[config.mk]
export PLATFORM = sky130hd
export DESIGN_NAME = btn_event
export DESIGN_NICKNAME = d
export VERILOG_FILES = /design/src/rtl/btn_event.sv
export SDC_FILE = /design/constraint.sdc
export NUM_CORES = 1
export LEC_CHECK = 0
export CELL_PAD_IN_SITES_DETAIL_PLACEMENT = 0
export CELL_PAD_IN_SITES_GLOBAL_PLACEMENT = 1
export CORE_AREA = 5 5 55 67
export CTS_BUF_LIST = sky130_fd_sc_hd__clkbuf_8 sky130_fd_sc_hd__clkbuf_16
export DETAILED_ROUTE_END_ITERATION = 10
export DIE_AREA = 0 0 60 72
export HOLD_SLACK_MARGIN = 0.15
export PLACE_DENSITY_LB_ADDON = 0.1
export SYNTH_ARGS = -nofsm -noshare
export SYNTH_HDL_FRONTEND = slang
export SYNTH_SLANG_ARGS = --single-unit
[constraint.sdc]
create_clock -name clk -period 2.35 [get_ports clk]
set_clock_uncertainty 0.15 [all_clocks]
set_input_delay 0.5875 -clock clk [delete_from_list [all_inputs] [get_ports clk]]
set_output_delay 0.5875 -clock clk [all_outputs]
set_load 0.01 [all_outputs]
[src/rtl/btn_event.sv]
// Button event classifier: turns debounced press/release strobes into short, long and
// double-press pulses. Define BTN_EVENT_REPEAT_EN to add auto-repeat pulses while held.
`timescale 1ns/1ps

module btn_event #(
    parameter int W            = 8,
    parameter int LONG_TICKS   = 50,
    parameter int DBL_TICKS    = 20,
    parameter int REPEAT_TICKS = 10
) (
    input  logic clk,
    input  logic rst_n,
    input  logic fall,
    input  logic rise,
    input  logic tick,
    output logic evt_short,
    output logic evt_long,
    output logic evt_double,
    output logic evt_repeat,
    output logic busy
);

    typedef enum logic [2:0] {
        IDLE,
        PRESS1,
        WAIT2,
        PRESS2,
        HELD
    } state_t;

    localparam logic [W-1:0] LONG_T = W'(LONG_TICKS);
    localparam logic [W-1:0] DBL_T  = W'(DBL_TICKS);

    // Elaboration-time guard on the tick thresholds.
    if (LONG_TICKS < 1 || LONG_TICKS > (2**W) - 1) begin : g_bad_long
        $error("btn_event: LONG_TICKS out of range for W");
    end
    if (DBL_TICKS < 1 || DBL_TICKS > (2**W) - 1) begin : g_bad_dbl
        $error("btn_event: DBL_TICKS out of range for W");
    end
    if (REPEAT_TICKS < 1 || REPEAT_TICKS > (2**W) - 1) begin : g_bad_rep
        $error("btn_event: REPEAT_TICKS out of range for W");
    end

    state_t         state;
    logic [W-1:0]   cnt;
    logic [W-1:0]   cnt_inc;

    // Saturating increment: the counter parks at all-ones instead of wrapping.
    assign cnt_inc = (&cnt) ? cnt : cnt + W'(1);

`ifdef BTN_EVENT_REPEAT_EN
    localparam logic [W-1:0] REPEAT_T = W'(REPEAT_TICKS);
`else
    assign evt_repeat = 1'b0;
`endif

    // NOTE: all state and outputs live in one clocked block and use non-blocking
    // assignments, so every branch reads the pre-edge values of state and cnt.
    always_ff @(posedge clk or negedge rst_n) begin
        if (!rst_n) begin
            state      <= IDLE;
            cnt        <= '0;
            evt_short  <= 1'b0;
            evt_long   <= 1'b0;
            evt_double <= 1'b0;
            busy       <= 1'b0;
`ifdef BTN_EVENT_REPEAT_EN
            evt_repeat <= 1'b0;
`endif
        end else begin
            evt_short  <= 1'b0;
            evt_long   <= 1'b0;
            evt_double <= 1'b0;
`ifdef BTN_EVENT_REPEAT_EN
            evt_repeat <= 1'b0;
`endif
            case (state)
                IDLE: begin
                    // A release seen here belongs to a press we never saw (e.g. held through reset).
                    if (fall && !rise) begin
                        state <= PRESS1;
                        cnt   <= '0;
                        busy  <= 1'b1;
                    end
                end

                PRESS1: begin
                    if (rise) begin
                        state <= WAIT2;
                        cnt   <= '0;
                    end else if (tick) begin
                        if (cnt_inc == LONG_T) begin
                            evt_long <= 1'b1;
                            state    <= HELD;
                            cnt      <= '0;
                        end else begin
                            cnt <= cnt_inc;
                        end
                    end
                end

                WAIT2: begin
                    // Any edge consumes the cycle; only a clean press starts the second click.
                    if (fall || rise) begin
                        if (!rise) begin
                            state <= PRESS2;
                            cnt   <= '0;
                        end
                    end else if (tick) begin
                        if (cnt_inc == DBL_T) begin
                            evt_short <= 1'b1;
                            state     <= IDLE;
                            cnt       <= '0;
                            busy      <= 1'b0;
                        end else begin
                            cnt <= cnt_inc;
                        end
                    end
                end

                PRESS2: begin
                    if (rise) begin
                        evt_double <= 1'b1;
                        state      <= IDLE;
                        cnt        <= '0;
                        busy       <= 1'b0;
                    end else if (tick) begin
                        if (cnt_inc == LONG_T) begin
                            evt_long <= 1'b1;
                            state    <= HELD;
                            cnt      <= '0;
                        end else begin
                            cnt <= cnt_inc;
                        end
                    end
                end

                HELD: begin
                    if (rise) begin
                        state <= IDLE;
                        cnt   <= '0;
                        busy  <= 1'b0;
                    end else if (tick) begin
`ifdef BTN_EVENT_REPEAT_EN
                        if (cnt_inc == REPEAT_T) begin
                            evt_repeat <= 1'b1;
                            cnt        <= '0;
                        end else begin
                            cnt <= cnt_inc;
                        end
`else
                        cnt <= cnt_inc;
`endif
                    end
                end

                default: begin
                    state <= IDLE;
                    cnt   <= '0;
                    busy  <= 1'b0;
                end
            endcase
        end
    end

endmodule

==> run_results.csv, run 1 <==
group,metric,value,unit
status,status,"complete, no violations",
die,die_w,60,um
placed_design,place.gp.congestion,0.885,
power,swShare,40.3,%
finish,fillCellCount,299,
timing,drv_slew,0,
global_routing,grt_pass1_wl,5560,um
route,drt_iter0_drc,30,
worst_setup_path,cp_max_fo,9,
finish,regArea,375,sq um
finish,antennaDiodeCount,0,
route,firstDrtPassIters,4,
worst_setup_path,cp.required,2340,ps
job,maxCapViolations,0,
hold_path,worstHoldStart,"busy$_DFFE_PN0P_",
hold_path,hp-class,"reg -> reg",
hold_path,holdPathEnd,"busy$_DFFE_PN0P_",
yosys,synth_cells,150,
route,wl_per_cell,15.1,um
global_routing,grt_pass1_vias,1261,
global_routing,grt_usage,16.8,%
worst_setup_path,ff2ff_setup_slack,190,ps
yosys,async_flop_share,100,%
power,intPower,724,uW
timing,max_freq,443,MHz
worst_setup_path,path_cells,"clkdlybuf4s50_1, nor2b_1, nor4_1, buf_4, nor2_2, o21ai_1, a22o_1",
worst_setup_path,r2r_end,"state[1]$_DFFE_PN0P_",
timing,finalHoldViolCount,0,
yosys,synthDistinctLibCells,54,
placed_design,port_buffers,8,
global_routing,grt_max_degree,18,
finish,layout_commonest_cell,"buf_4",
power,ir_worst_vdd,0.548,mV
worst_setup_path,crit_arrival,2250,ps
cts,tritoncts,"done",
worst_setup_path,slowest_delay,530,ps
power,p_clk_share,17.7,%
finish,fin_nets,183,
finish,utilization,50.7,%
placed_design,place_inst,208,
worst_setup_path,crit_slowest_cell,"clkdlybuf4s50_1",
yosys,syn_nets,156,
cts,root_buffer,"clkbuf_8",
cts,clk_latency,250,ps
worst_setup_path,rr_worst_depth,8,
timing,period_needed,2260,ps
finish,final_cell_mix,"buf_4 (25), dfrtp_1 (15), nand2_1 (13)",
yosys,synth_ff_type,"dfrtp_1",
yosys,post_synth_instance_area,0.00120,sq mm
yosys,synth_area_per_cell,7.99,sq um
finish,design_area,0.00151,sq mm
die,ioPinCount,10,
placed_design,place_area,0.00146,sq mm
route,postRouteWirelength,3210,um
power,power_switching,488,uW
finish,area_growth_syn_to_layout,25.7,%
power,p_seq_share,30.9,%
hold_path,hold_depth,1,
placed_design,dp_hpwl,2520,um
timing,period_share,96.2,%
die,die_y,72,um
cts,clockBufferDepth,2,
yosys,yosys_warnings,0,
worst_setup_path,timing.rr.start,"cnt[0]$_DFFE_PN0P_",
power,comb_power_share,51.4,%
die,fp-row-count,22,
cts,clock_sinks,15,
worst_setup_path,endpoint_kind,"flip-flop",
cts,cts_buffers,3,
yosys,synth_edf_count,0,
finish,stdcell_count,212,
cts,htreeDepth,1,
worst_setup_path,start_kind,"primary input",
cts,clk_pin_slew,70,ps
die,start_util,40.3,%
timing,fin_ws,90.2,ps
finish,multi_input_area,753,sq um
worst_setup_path,worstSetupPathType,"in -> reg",
route,via_per_inst,5.74,
global_routing,overflow,0,
timing,setup_violations,0,
timing,tns,0,ps
placed_design,dp_slack,-172,ps
cts,cts_hold_buf,0,
power,power.leakage,0.645,nW
die,core,0.00297,sq mm
die,die-area,0.00432,sq mm
timing,rsz0062_at_grt,"false",
route,vias,1217,
power,powerDensity,805,mW/mm^2
finish,layout-drive-gt1-share,23.3,%
global_routing,antenna_found_initial,0,
route,route.detailed.drc,0,
yosys,yosysSeqAreaShare,31.3,%
route,final_antenna_net_count,0,
yosys,ys_ff_latch,15,
worst max-delay path: cells and delay by family:
kind | cells | cell delay (ps)
compound gates | 2 | 410
simple gates | 3 | 560
buf+inv | 2 | 690
flip-flops by register name (all words and copies together) (netlist names):
signal / count
evt_short: 1
state: 3
busy: 1
evt_double: 1
cnt: 8
evt_long: 1
routing by layer:
metal  wire [um]  track usage (%)  up-vias
met4          71             8.62        0
met3         135             2.31        8
met1        1300             18.5      569
li1            -                -      602
met5           0                0        -
met2        1700             30.2       38
layout make-up:
type	instances	area share (%)
Multi-Input combinational cell	119	50.0
Sequential cell	15	24.9
Timing Repair Buffer	33	17.8
Tap cell	36	2.99
Clock buffer	3	2.74
Inverter	5	1.25
Clock inverter	1	0.332
power by group through the flow:
stage / clock (mW) / sequential (mW) / combinational, mW
2_1_floorplan: 0 / 0.341 / 0.414
3_3_place_gp: 0 / 0.378 / 0.608
3_5_place_dp: 0 / 0.378 / 0.616
4_1_cts: 0.218 / 0.374 / 0.621
5_1_grt: 0.229 / 0.383 / 0.695
6_report: 0.215 / 0.374 / 0.623
cell families (layout without fill, tap and decap cells):
kind of cell | Yosys count | count (layout) | share of synthesized area, %
AND/OR/NAND/NOR | 68 | 68 | 31.6
AO/OA/AOI/OAI | 45 | 45 | 26.5
buffers and inverters | 16 | 42 | 6.16
flip-flops | 15 | 15 | 31.3
XOR/XNOR | 3 | 3 | 2.19
adder cells (fa/ha/maj) | 1 | 1 | 1.04
other | 1 | 1 | 0.313
multiplexers | 1 | 1 | 0.835
per-stage QoR:
step	hold WS [ps]	power, mW
global placement	335	0.986
detailed placement	345	0.994
global route	400	1.31
finish	357	1.21
CTS	362	1.21
floorplan	142	0.755
how the worst max path moves through the flow:
| stage | startpoint | to | slack, ps | cells after the start |
|---|---|---|---|---|
| 2_1_floorplan | cnt[0]$_DFFE_PN0P_ | state[1]$_DFFE_PN0P_ | 280 | 8 |
| 6_report | fall | cnt[1]$_DFFE_PN0P_ | 90 | 7 |
| 3_5_place_dp | fall | cnt[1]$_DFFE_PN0P_ | -170 | 7 |
| 4_1_cts | fall | cnt[1]$_DFFE_PN0P_ | 90 | 7 |
| 3_3_place_gp | rise | cnt[4]$_DFFE_PN0P_ | -120 | 8 |
| 5_1_grt | rise | cnt[4]$_DFFE_PN0P_ | 3 | 8 |
cells in the mapped netlist (2+ instances only):
cell type / n / area, sq um
o21ai_1: 5 / 25.0
xor2_1: 2 / 17.5
a22oi_1: 2 / 15.0
o31ai_1: 2 / 15.0
nor3_1: 5 / 25.0
o211ai_1: 3 / 22.5
nand3_1: 5 / 25.0
nand3_2: 2 / 20.0
nand2b_1: 5 / 31.3
nand2_1: 13 / 48.8
inv_1: 5 / 18.8
a31oi_1: 3 / 18.8
dfrtp_1: 15 / 375
a21oi_1: 9 / 45.0
nand4_1: 4 / 25.0
nor2_1: 12 / 45.0
a22o_1: 2 / 17.5
buf_2: 7 / 35.0
o21ai_0: 3 / 15.0
nand3b_1: 2 / 15.0
and3_1: 5 / 31.3
and4_1: 3 / 26.3
nor4_1: 2 / 12.5
clkbuf_1: 2 / 7.51
a21o_1: 3 / 22.5
repair_timing:
action	4_1_cts	5_1_grt
setup endpoints to repair	0	2
hold endpoints to repair	0	0
buffers inserted	0	0
resized for setup	0	1
Note: power is estimated with default switching activity, not from simulation.
==> inputs of run 2 (changes only) <==
--- a/config.mk
+++ b/config.mk
@@ -7,10 +7,11 @@
 export LEC_CHECK = 0
 export CELL_PAD_IN_SITES_DETAIL_PLACEMENT = 0
 export CELL_PAD_IN_SITES_GLOBAL_PLACEMENT = 1
-export CORE_AREA = 5 5 55 67
+export CORE_AREA = 3 3 51 62
 export CTS_BUF_LIST = sky130_fd_sc_hd__clkbuf_8 sky130_fd_sc_hd__clkbuf_16
 export DETAILED_ROUTE_END_ITERATION = 10
-export DIE_AREA = 0 0 60 72
+export DIE_AREA = 0 0 54 65
+export DONT_BUFFER_PORTS = 1
 export HOLD_SLACK_MARGIN = 0.15
 export PLACE_DENSITY_LB_ADDON = 0.1
 export SYNTH_ARGS = -nofsm -noshare
==> run_results.csv, run 2 (same netlist as run 1, synthesis figures left out) <==
group,metric,value,unit
route,firstDrtPassIters,4,
finish,antennaDiodeCount,0,
route,drt_iter0_drc,70,
cts,clk_pin_slew,70,ps
worst_setup_path,crit_arrival,2140,ps
die,start_util,46.5,%
finish,final_cell_mix,"dfrtp_1 (15), nand2_1 (13), nor2_1 (12)",
global_routing,antenna_found_initial,0,
cts,clockBufferDepth,2,
placed_design,port_buffers,0,
cts,clk_latency,250,ps
timing,tns,0,ps
worst_setup_path,worstSetupPathType,"reg -> reg",
worst_setup_path,path_delay_family,"compound AO/OA/AOI/OAI gates",
hold_path,hold_depth,2,
worst_setup_path,cp_max_fo,6,
worst_setup_path,endpoint_kind,"flip-flop",
route,final_antenna_net_count,0,
die,die_w,54,um
power,ir_worst_vdd,0.572,mV
finish,regMostFlops,"cnt",
cts,htreeDepth,1,
timing,holdWs,336,ps
timing,worstMarginPinSlew,746,ps
job,maxCapViolations,0,
die,die_y,65,um
worst_setup_path,rr_worst_depth,7,
timing,finalHoldViolCount,0,
timing,rsz0062_at_grt,"false",
timing,max_freq,461,MHz
route,vias,1139,
worst_setup_path,timing.rr.start,"cnt[1]$_DFFE_PN0P_",
hold_path,worstHoldStart,"tick",
status,status,"complete, no violations",
placed_design,place.gp.congestion,0.847,
power,power.leakage,0.524,nW
timing,period_needed,2170,ps
worst_setup_path,cp.required,2330,ps
finish,top_regs,"cnt (8), state (3)",
global_routing,grt_usage,21.4,%
timing,relSlewSlack,50.1,%
finish,area_growth_syn_to_layout,7.72,%
route,via_per_inst,6.22,
worst_setup_path,crit_cells,7,
power,powerDensity,858,mW/mm^2
worst_setup_path,path_cells,"ha_1, and3_1, mux2i_1, nand3_2, o22ai_2, a21boi_2, o22ai_1",
cts,clock_sinks,15,
worst_setup_path,crit_slowest_cell,"dfrtp_1",
die,ioPinCount,10,
finish,layout_commonest_cell,"dfrtp_1",
timing,drv_slew,0,
worst_setup_path,slowest_delay,430,ps
global_routing,grt_max_degree,16,
timing,setup_violations,0,
worst_setup_path,start_kind,"flip-flop",
cts,cts_buffers,3,
global_routing,grt_pass1_wl,5580,um
finish,largest_reg_flops,8,
finish,layout-drive-gt1-share,14.7,%
placed_design,dp_hpwl,2480,um
power,p_total,1.11,mW
die,die-area,0.00351,sq mm
die,fp-row-count,20,
finish,fin_nets,157,
global_routing,grt_pass1_vias,1150,
route,wl_per_cell,17.6,um
hold_path,hp-class,"in -> reg",
cts,root_buffer,"clkbuf_8",
timing,period_share,92.3,%
worst_setup_path,startpoint,"cnt[1]$_DFFE_PN0P_",
worst_setup_path,cp.buffers_inverters,0,
timing,fin_ws,181,ps
route,postRouteWirelength,3220,um
route,route.detailed.drc,0,
die,core,0.00258,sq mm
global_routing,overflow,0,
placed_design,dp_slack,111,ps
cts,tritoncts,"done",
run 2: cell count changes in the layout (fill, tap and decap cells not counted):
cell and change:
a21oi_2 -1, buf_4 -19, nor3_2 +1, a21oi_1 +1, dlygate4sd3_1 +1, clkdlybuf4s50_1 -8
nor3_1 -1
run 2: timing repair:
item	4_1_cts	5_1_grt
endpoints found under the setup margin	0	3
resized for setup	0	1
hold endpoints to repair	15	0
hold buffers	1	0
buffers inserted	0	0
run 2: path summary, 6_finish.rpt:
check / endpoint / slack (ps)
max in group asynchronous: cnt[7]$_DFFE_PN0P_ / 880
hold reg to reg: busy$_DFFE_PN0P_ / 420
min in group asynchronous: cnt[3]$_DFFE_PN0P_ / 690
hold / removal: evt_long$_DFF_PN0_ / 340
setup / recovery: state[1]$_DFFE_PN0P_ / 180
setup reg to reg: state[1]$_DFFE_PN0P_ / 180
run 2: per-stage QoR:
| stage | util [%] | instance area (sq um) | instances |
|---|---|---|---|
| 6_report | 50.1 | 1290 | 183 |
| 3_3_place_gp | 47.7 | 1230 | 178 |
| 2_1_floorplan | - | 1200 | 150 |
| 4_1_cts | 49.9 | 1290 | 183 |
| 5_1_grt | 50.1 | 1290 | 183 |
| 3_5_place_dp | 47.7 | 1230 | 178 |
run 2: layout make-up:
type,count,area (sq um)
fill,264,1290
tap,33,41.3
clock buffer,3,41.3
sequential,15,375
timing repair buffer,7,55.1
clock inverter,1,5.00
multi-input combinational,119,754
inverter,5,18.8
run 2: report_power, final:
group | internal, mW | total [mW] | switching, mW
Combinational | 0.223 | 0.519 | 0.296
Sequential | 0.300 | 0.376 | 0.0764
Clock | 0.117 | 0.213 | 0.0959
Total | 0.641 | 1.11 | 0.468
run 2: worst reg2reg max path: stages, from the launching register on:
cell	delay, ps
dfrtp_1	430
ha_1	230
and3_1	240
mux2i_1	280
nand3_2	170
o22ai_2	200
a21boi_2	240
o22ai_1	100
run 2: per-layer routing:
metal,GRT usage [%],routed length (um)
met2,36.4,1670
met4,9.66,81
met1,25.7,1330
met3,3.22,140
met5,0,0
==> inputs of run 3 (changes only) <==
==> constraint.sdc (replaced) <==
create_clock -name clk -period 2.35 [get_ports clk]
set_clock_uncertainty 0.15 [all_clocks]
set_input_delay 0.47 -clock clk [delete_from_list [all_inputs] [get_ports clk]]
set_output_delay 0.47 -clock clk [all_outputs]
set_load 0.01 [all_outputs]
==> results of run 3 <==
The final DEF is identical to that of run 2. Status: complete, no violations.
Among the figures that moved: hold slack 336 ps -> 218 ps
